[src/rtl/hack_boot_sequencer.sv]
// Hack CPU boot/reload sequencer.
// Holds the CPU in reset, receives a program as a byte stream (high byte
// first), writes each 16-bit word into instruction ROM starting at address 0,
// then keeps cpu_rst high for RST_CYCLES more cycles before letting it go.
module hack_boot_sequencer #(
  parameter int unsigned ADDR_W     = 15,
  parameter int unsigned DEPTH      = 32768,
  parameter int unsigned RST_CYCLES = 2
) (
  input  logic              clk,
  input  logic              rst,
  input  logic              start,
  input  logic [ADDR_W:0]   len,
  input  logic [7:0]        rx_data,
  input  logic              rx_valid,
  output logic              rx_ready,
  output logic              rom_we,
  output logic [ADDR_W-1:0] rom_addr,
  output logic [15:0]       rom_wdata,
  output logic              cpu_rst,
  output logic              busy,
  output logic              done,
  output logic              err
);

  localparam logic [2:0] S_HOLD    = 3'd0;
  localparam logic [2:0] S_RX_HI   = 3'd1;
  localparam logic [2:0] S_RX_LO   = 3'd2;
  localparam logic [2:0] S_WRITE   = 3'd3;
  localparam logic [2:0] S_RELEASE = 3'd4;
  localparam logic [2:0] S_RUN     = 3'd5;

  localparam int unsigned        RC_W    = (RST_CYCLES > 1) ? $clog2(RST_CYCLES) : 1;
  localparam logic [RC_W-1:0]    RC_LAST = RC_W'(RST_CYCLES - 1);
  localparam logic [ADDR_W:0]    DEPTH_L = (ADDR_W+1)'(DEPTH);
  localparam logic [ADDR_W:0]    CNT_ONE = {{ADDR_W{1'b0}}, 1'b1};

  logic [2:0]        state, state_n;
  logic [ADDR_W:0]   len_q, len_n;
  logic [ADDR_W:0]   cnt, cnt_n;
  logic [RC_W-1:0]   rel_cnt, rel_n;
  logic [7:0]        hi_q, hi_n;
  logic [ADDR_W-1:0] addr_n;
  logic [15:0]       wdata_n;
  logic              err_n;
  logic              hs;

  assign hs = rx_valid && rx_ready;

  // Next-state and datapath decisions; outputs are registered from state_n.
  always_comb begin
    state_n = state;
    len_n   = len_q;
    cnt_n   = cnt;
    rel_n   = rel_cnt;
    hi_n    = hi_q;
    addr_n  = rom_addr;
    wdata_n = rom_wdata;
    err_n   = err;
    case (state)
      S_HOLD, S_RUN: begin
        if (start) begin
          if (len > DEPTH_L) begin
            err_n   = 1'b1;
            state_n = S_HOLD;
          end else begin
            err_n = 1'b0;
            if (len == '0) begin
              rel_n   = '0;
              state_n = S_RELEASE;
            end else begin
              len_n   = len;
              cnt_n   = '0;
              state_n = S_RX_HI;
            end
          end
        end
      end
      S_RX_HI: begin
        if (hs) begin
          hi_n    = rx_data;
          state_n = S_RX_LO;
        end
      end
      S_RX_LO: begin
        if (hs) begin
          addr_n  = cnt[ADDR_W-1:0];
          wdata_n = {hi_q, rx_data};
          state_n = S_WRITE;
        end
      end
      S_WRITE: begin
        // Counter is ADDR_W+1 bits so len=DEPTH compares before any wrap.
        if (cnt == len_q - CNT_ONE) begin
          rel_n   = '0;
          state_n = S_RELEASE;
        end else begin
          cnt_n   = cnt + CNT_ONE;
          state_n = S_RX_HI;
        end
      end
      S_RELEASE: begin
        if (rel_cnt == RC_LAST) begin
          state_n = S_RUN;
        end else begin
          rel_n = rel_cnt + 1'b1;
        end
      end
      default: state_n = S_HOLD;
    endcase
  end

  // State, datapath and registered output decodes; reset overrides everything.
  always_ff @(posedge clk) begin
    if (rst) begin
      state     <= S_HOLD;
      len_q     <= '0;
      cnt       <= '0;
      rel_cnt   <= '0;
      hi_q      <= '0;
      rom_addr  <= '0;
      rom_wdata <= '0;
      err       <= 1'b0;
      cpu_rst   <= 1'b1;
      rx_ready  <= 1'b0;
      rom_we    <= 1'b0;
      busy      <= 1'b0;
      done      <= 1'b0;
    end else begin
      state     <= state_n;
      len_q     <= len_n;
      cnt       <= cnt_n;
      rel_cnt   <= rel_n;
      hi_q      <= hi_n;
      rom_addr  <= addr_n;
      rom_wdata <= wdata_n;
      err       <= err_n;
      cpu_rst   <= (state_n != S_RUN);
      rx_ready  <= (state_n == S_RX_HI) || (state_n == S_RX_LO);
      rom_we    <= (state_n == S_WRITE);
      busy      <= (state_n == S_RX_HI) || (state_n == S_RX_LO) ||
                   (state_n == S_WRITE) || (state_n == S_RELEASE);
      done      <= (state_n == S_RUN);
    end
  end

endmodule

[config.mk]
export PLATFORM = sky130hd
export DESIGN_NAME = hack_boot_sequencer
export DESIGN_NICKNAME = d
export VERILOG_FILES = /design/src/rtl/hack_boot_sequencer.sv
export SDC_FILE = /design/constraint.sdc
export NUM_CORES = 1
export LEC_CHECK = 0
export CELL_PAD_IN_SITES_DETAIL_PLACEMENT = 1
export CELL_PAD_IN_SITES_GLOBAL_PLACEMENT = 1
export CORE_MARGIN = 2
export CORE_UTILIZATION = 40
export DETAILED_ROUTE_END_ITERATION = 7
export GPL_TIMING_DRIVEN = 0
export PLACE_DENSITY_LB_ADDON = 0.2
export SYNTH_ARGS = -nofsm -noshare
export SYNTH_HDL_FRONTEND = slang
export SYNTH_SLANG_ARGS = --single-unit
[constraint.sdc]
create_clock -name clk -period 4.72 [get_ports clk]
set_clock_uncertainty 0.05 [all_clocks]
set_input_delay 0.472 -clock clk [delete_from_list [all_inputs] [get_ports clk]]
set_output_delay 0.472 -clock clk [all_outputs]
set_load 0.005 [all_outputs]
### Word-level counts from Yosys, hierarchy flattened

Cells that the tools add are included.

* logic and storage cells: 72
* latch bits: 0
* memory bits (read-only): 0
* bits in writable memories: 0
* memories kept: 0
* output and inout port bits: 37
* bits of input ports: 28
* bits in registers: 81

* $mul: 0
* reductions and logical operators: 15
* divide/modulo/power cells: 0
* shift-type cells: 0
* bitwise logic cells: 2
* multiplexer cells: 20
* equal/unequal tests: 18
* add/subtract/negate cells: 3
* magnitude comparators: 1

Operators with widths (count)
* 16-bit 2-to-1 mux: 4
* 16-bit case mux with 2 select lines: 1
* 3-bit 2-to-1 mux: 7
* 16-bit by 1-bit adder with 16-bit output, second input constant: 1
* 16-bit equality test: 1
* 16-bit > comparator, second input constant: 1
* 16-bit logical NOT: 1
* 16-bit by 1-bit subtractor with 16-bit output, second input constant: 1
* 3-bit case mux with 5 select lines: 1
* 3-bit by 2-bit equality test with 1-bit output, second input constant: 4
* 3-bit equality test, second input constant: 4
* 2-bit inequality test, second input constant: 6
* 5-bit AND reduction: 2
* 3-bit by 1-bit equality test with 1-bit output, second input constant: 2
* 1-bit 2-to-1 mux: 6
* 2-bit AND reduction: 3
* 4-bit AND reduction: 1
* 3-bit logical NOT: 1
* 1-bit logical OR: 3
* 3-bit inequality test, second input constant: 1
* 1-bit case mux with 3 select lines: 1
* 3-bit nonzero test: 1
* 1-bit inverter: 2
* 2-bit nonzero test: 1
* 3 further kinds: 3

### Logic depth before layout (Yosys ltp)

* word-level depth: 9
* mapped depth: 12
* gate-level depth less buffers: 10

### Worst setup path before layout

No wires, ideal clock.

* kind: in2reg
* start point: input port len[3]
* end point: register cnt[11]
* stages: 9
* path buffers: 1
* data arrival time: 2.740 ns
* setup slack: 1.860 ns
* data required time: 4.600 ns
* setup time: 0.070 ns
* cell sequence: nor4_1 -> nand4_1 -> xor2_1 -> nand2_1 -> and2_1 -> a31o_4 -> buf_6 -> or4_1 -> a21oi_1

* longest elaborated chain between the ends: 3
* elaborated cells between the ends (all ways): 5
* classes of those cells: 1 x order compare; 2 x eq/ne; 2 x reduce/logical

Ends and longest elaborated chain
* start, declared: RTL line 13 `input logic [ADDR_W:0] len,`
* 16-bit > comparator / 16-bit logical NOT (equally long branches): RTL line 63, 68
* 2-bit inequality test (no source line)
* 5-bit AND reduction (no source line) *
* end signal, assigned: RTL line 132 `cnt <= cnt_n;`
* end, declared: RTL line 40 `logic [ADDR_W:0] cnt, cnt_n;`

Mark *: on every way between the ends. The rest lies on a longest branch, timed or not.
A chain may end at the register's enable or synchronous reset.

### Worst setup path after layout

* start point: input port len[3]
* end point: register rx_ready

* longest elaborated chain between the ends: 7
* elaborated cells between the ends (all ways): 9
* classes of those cells: 1 x order compare; 2 x eq/ne; 4 x mux; 2 x reduce/logical

Ends and longest elaborated chain
* parallel branches: the longest is 2 deep, another holds 16-bit > comparator
* 3-bit 2-to-1 mux *: RTL line 63 `if (len > DEPTH_L) begin`
* 3-bit 2-to-1 mux *: RTL line 62 `if (start) begin`
* 3-bit case mux with 5 select lines *: RTL line 60 `case (state)`
* 3-bit by 1-bit equality test with 1-bit output / 3-bit by 2-bit equality test with 1-bit output (equally long branches): RTL line 139 `rx_ready <= (state_n == S_RX_HI) || (state_n == S_RX_LO);`
* 1-bit logical OR *: RTL line 139
* end signal, assigned: RTL line 139
* end, declared: RTL line 16 `output logic rx_ready,`

Mark *: on every way between the ends.

==> metrics.log <==
[metrics] unrepaired setup endpoints after global routing: no
[metrics] total clock buffers created by CTS: 9
[metrics] Primary FF master, synth: dfxtp_1
[metrics] GPL Wtd Cong: 0.866
[metrics] ordered list of cells on the worst path: clkdlybuf4s50_1, nor4_1, nand4_1, xor2_1, nand2_1, and2_1, a31o_4, buf_6, and2_1, a2111oi_1
[metrics] initial antenna violation count: 0
[metrics] path type of the worst setup path: in2reg
[metrics] count of inserted antenna diode cells: 0
[metrics] most common library cell in the layout ignoring fill and taps: nand2_1
[metrics] clock transition at the registers of the reported paths: 0.09 ns
[metrics] core area: 9110 um^2
[metrics] starting density of the core: 0.407
[metrics] number of buffers added on ports: 64
[metrics] count of cell types in the netlist: 42
[metrics] logic depth of the worst register-to-register path: 12
[metrics] Resized Gates After CTS: 0
[metrics] layout-stage area growth over the synthesis result: 26.7%
[metrics] final instance area: 4690 um^2
[metrics] share of total power in the clock network: 0.385
[metrics] clock insertion delay at the later pin of the skew report: 0.36 ns
[metrics] final-layout worst hold slack: 0.400 ns
[metrics] capture instance of the worst register-to-register path: cnt[14]
[metrics] count of hold-fix buffers inserted at cts: 0
[metrics] Iteration-0 DRC Markers: 117
[metrics] max_cap viols: 0
[metrics] EDFF count, synth: 0
[metrics] worst min path class: reg2reg
[metrics] max_slew headroom: 0.413
[metrics] post-detailed-routing wire length: 11.0 mm
[metrics] kind of end point of the critical path: register
[metrics] Crit-path slowest cell: xor2_1
[metrics] min Tclk post-route: 3.68 ns
[metrics] Antenna Nets Post-Route: 0
[metrics] gate count of the mapped netlist: 463
[metrics] CTS tree: done
[metrics] setup slack, reg-to-reg: 1.56 ns
[metrics] final critical-path share of the clock period: 0.780
[metrics] ports placed on the boundary: 65
[metrics] H-tree level count: 3
[metrics] combinational power share: 0.122
[metrics] final routed wire length divided by cell count: 16.8 um
[metrics] final HPWL from detailed placement: 8.31 mm
[metrics] number of detailed-route iterations in the first pass: 4
[metrics] Pwr per Cell Area: 306 nW/um^2
[metrics] overall fraction of global-route tracks in use: 0.229
[metrics] Placement Cell Area: 4480 um^2
[metrics] critical-path maximum fanout: 10
[metrics] P_leak: 1.57 nW
[metrics] Hold Path Sink: rom_wdata[9]
[metrics] overall power after layout: 1.43 mW
[metrics] post-synthesis sequential area ratio: 0.438
[metrics] number of warning messages in the yosys log: 0
[metrics] Final Hold Viols: 0
[metrics] Finish-stage setup viols: 0
[metrics] clock net sink count: 81
[metrics] Synth async-reset ratio: 0
[metrics] overall die width: 100 um
[metrics] synthesized netlist net count: 493
[metrics] Psw: 394 uW
[metrics] summed instance area of the synthesized netlist: 3700 um^2
[metrics] hold wc startpoint: hi_q[1]
[metrics] transition time at the pin with the least slew margin: 0.877 ns
[metrics] Slew Viols, Final: 0
[metrics] cell-internal power: 1.04 mW
[metrics] maximum clock frequency: 271 MHz
[metrics] DRC viols: 0
[metrics] slowest stage delay, CP: 0.60 ns
[metrics] reg-to-reg critical path startpoint: len_q[0]
[metrics] global-route wire length before repair: 18.4 mm
[metrics] flops & latches, synth: 81
[metrics] sequential share of power: 0.492
[metrics] Clock Path Buffers: 2
[metrics] layout cell share with drive strength beyond 1: 0.0534
[metrics] required time worst endpoint: 4.89 ns
[metrics] Post-layout nets: 568
[metrics] CP most frequent cell: and2_1
[metrics] Avg Synthesized Cell Area: 8.00 um^2
[metrics] outcome: finished, final reports clean
[metrics] cell depth of the worst hold path: 2
[metrics] crit start category: primary input
[metrics] Clock Root Buffer: clkbuf_8
[metrics] vias: 3555
[metrics] leading cell types in the layout, fill and taps excluded: nand2_1, dfxtp_1, a21oi_1
[metrics] worst endpoint data arrival time: 3.86 ns
[metrics] row cnt: 35
[metrics] Post-CTS Setup Bufs: 0
[metrics] via count of the first global-routing pass: 3712
[metrics] post-layout utilization of the core: 0.515
[metrics] Vias/cell: 5.44
[metrics] Setup TNS Final: 0 ns
[metrics] layout filler cell count: 1109
[metrics] die height: 100 um
[metrics] switching portion of total power: 0.275
[metrics] peak supply drop: 0.191 mV
[metrics] total global routing overflow: 0
[metrics] pin count of the biggest net entering global routing: 16
[metrics] die outline area: 10000 um^2
-- Yosys cell counts, types with 2 or more instances --
library cell | number | area share
nand2b_1 | 5 | 0.0084
a31oi_1 | 2 | 0.0034
ha_1 | 2 | 0.0068
or4_1 | 7 | 0.014
nor2b_1 | 3 | 0.0051
clkbuf_1 | 21 | 0.021
buf_6 | 2 | 0.0061
o31ai_1 | 5 | 0.010
nand4_1 | 7 | 0.012
mux2i_1 | 11 | 0.030
or3_1 | 10 | 0.017
a21oi_1 | 68 | 0.092
and2_1 | 2 | 0.0034
buf_2 | 2 | 0.0027
and3_1 | 4 | 0.0068
o21ai_0 | 15 | 0.020
nor4_1 | 4 | 0.0068
nand3_1 | 25 | 0.034
dfxtp_1 | 81 | 0.44
nand2_1 | 102 | 0.10
xnor2_1 | 16 | 0.038
or4_4 | 2 | 0.0061
o211ai_1 | 2 | 0.0041
inv_1 | 8 | 0.0081
nor3_1 | 8 | 0.011
a211oi_1 | 2 | 0.0041
nor2_1 | 23 | 0.023
xor2_1 | 10 | 0.024
-- power by group through the flow --
stage / Clock [mW] / Combinational [mW] / Sequential (mW)
after floorplan: 0 / 0.113 / 0.718
after CTS: 0.561 / 0.176 / 0.706
final: 0.553 / 0.176 / 0.706
after detailed placement: 0 / 0.175 / 0.722
after global placement: 0 / 0.168 / 0.722
after global routing: 0.580 / 0.194 / 0.708
-- worst max-delay path: cells and delay by family --
kind,cells,cell delay [ns]
AO/OA/AOI/OAI,2,0.65
XOR/XNOR,1,0.60
buffers and inverters,2,0.59
AND/OR/NAND/NOR,5,1.53
-- sequential cells by signal (all words and copies together) (netlist names) --
name	cells
busy	1
cnt	16
cpu_rst	1
done	1
err	1
hi_q	8
len_q	16
rel_cnt	1
rom_addr	15
rom_wdata	16
rom_we	1
rx_ready	1
state	3
-- layout make-up --
cell class                      instances  area (um^2)  share of cell area
Timing Repair Buffer                   64          641               0.136
Clock inverter                          6         72.6              0.0155
Tap cell                              111          139              0.0296
Buffer                                 25          111              0.0237
Clock buffer                           10          138              0.0293
Sequential cell                        81         1620               0.345
Inverter                                8         30.0             0.00640
Multi-Input combinational cell        349         1940               0.414
-- through the flow --
| stage | std cells | worst slack [ns] |
|---|---|---|
| floorplan | 463 | 1.86 |
| global placement | 638 | 0.685 |
| detailed placement | 638 | 0.696 |
| CTS | 654 | 1.05 |
| global route | 654 | 0.796 |
| finish | 654 | 1.04 |
-- worst max path at each step --
stage	cells after the start	to	start	slack [ns]
finish	10	rx_ready	len[3]	1.04
CTS	10	rx_ready	len[0]	1.05
global route	10	rx_ready	len[0]	0.80
floorplan	9	cnt[11]	len[3]	1.86
detailed placement	10	rx_ready	len[0]	0.70
global placement	10	rx_ready	len[0]	0.69
-- routing by layer --
layer,wire length [um],track usage,up-vias
li1,-,-,1753
met1,5090,0.295,1740
met2,5470,0.404,48
met3,289,0.0286,14
met4,131,0.0601,0
met5,0,0,-
-- kinds of logic after synthesis --
family | after synthesis | share of synthesized area
mux | 12 | 0.0328
fa+ha+maj | 2 | 0.00675
simple gates | 211 | 0.278
buf+inv | 33 | 0.0382
flops | 81 | 0.438
compound gates | 98 | 0.146
xor+xnor | 26 | 0.0615
Note: power is estimated with default switching activity, not from simulation.
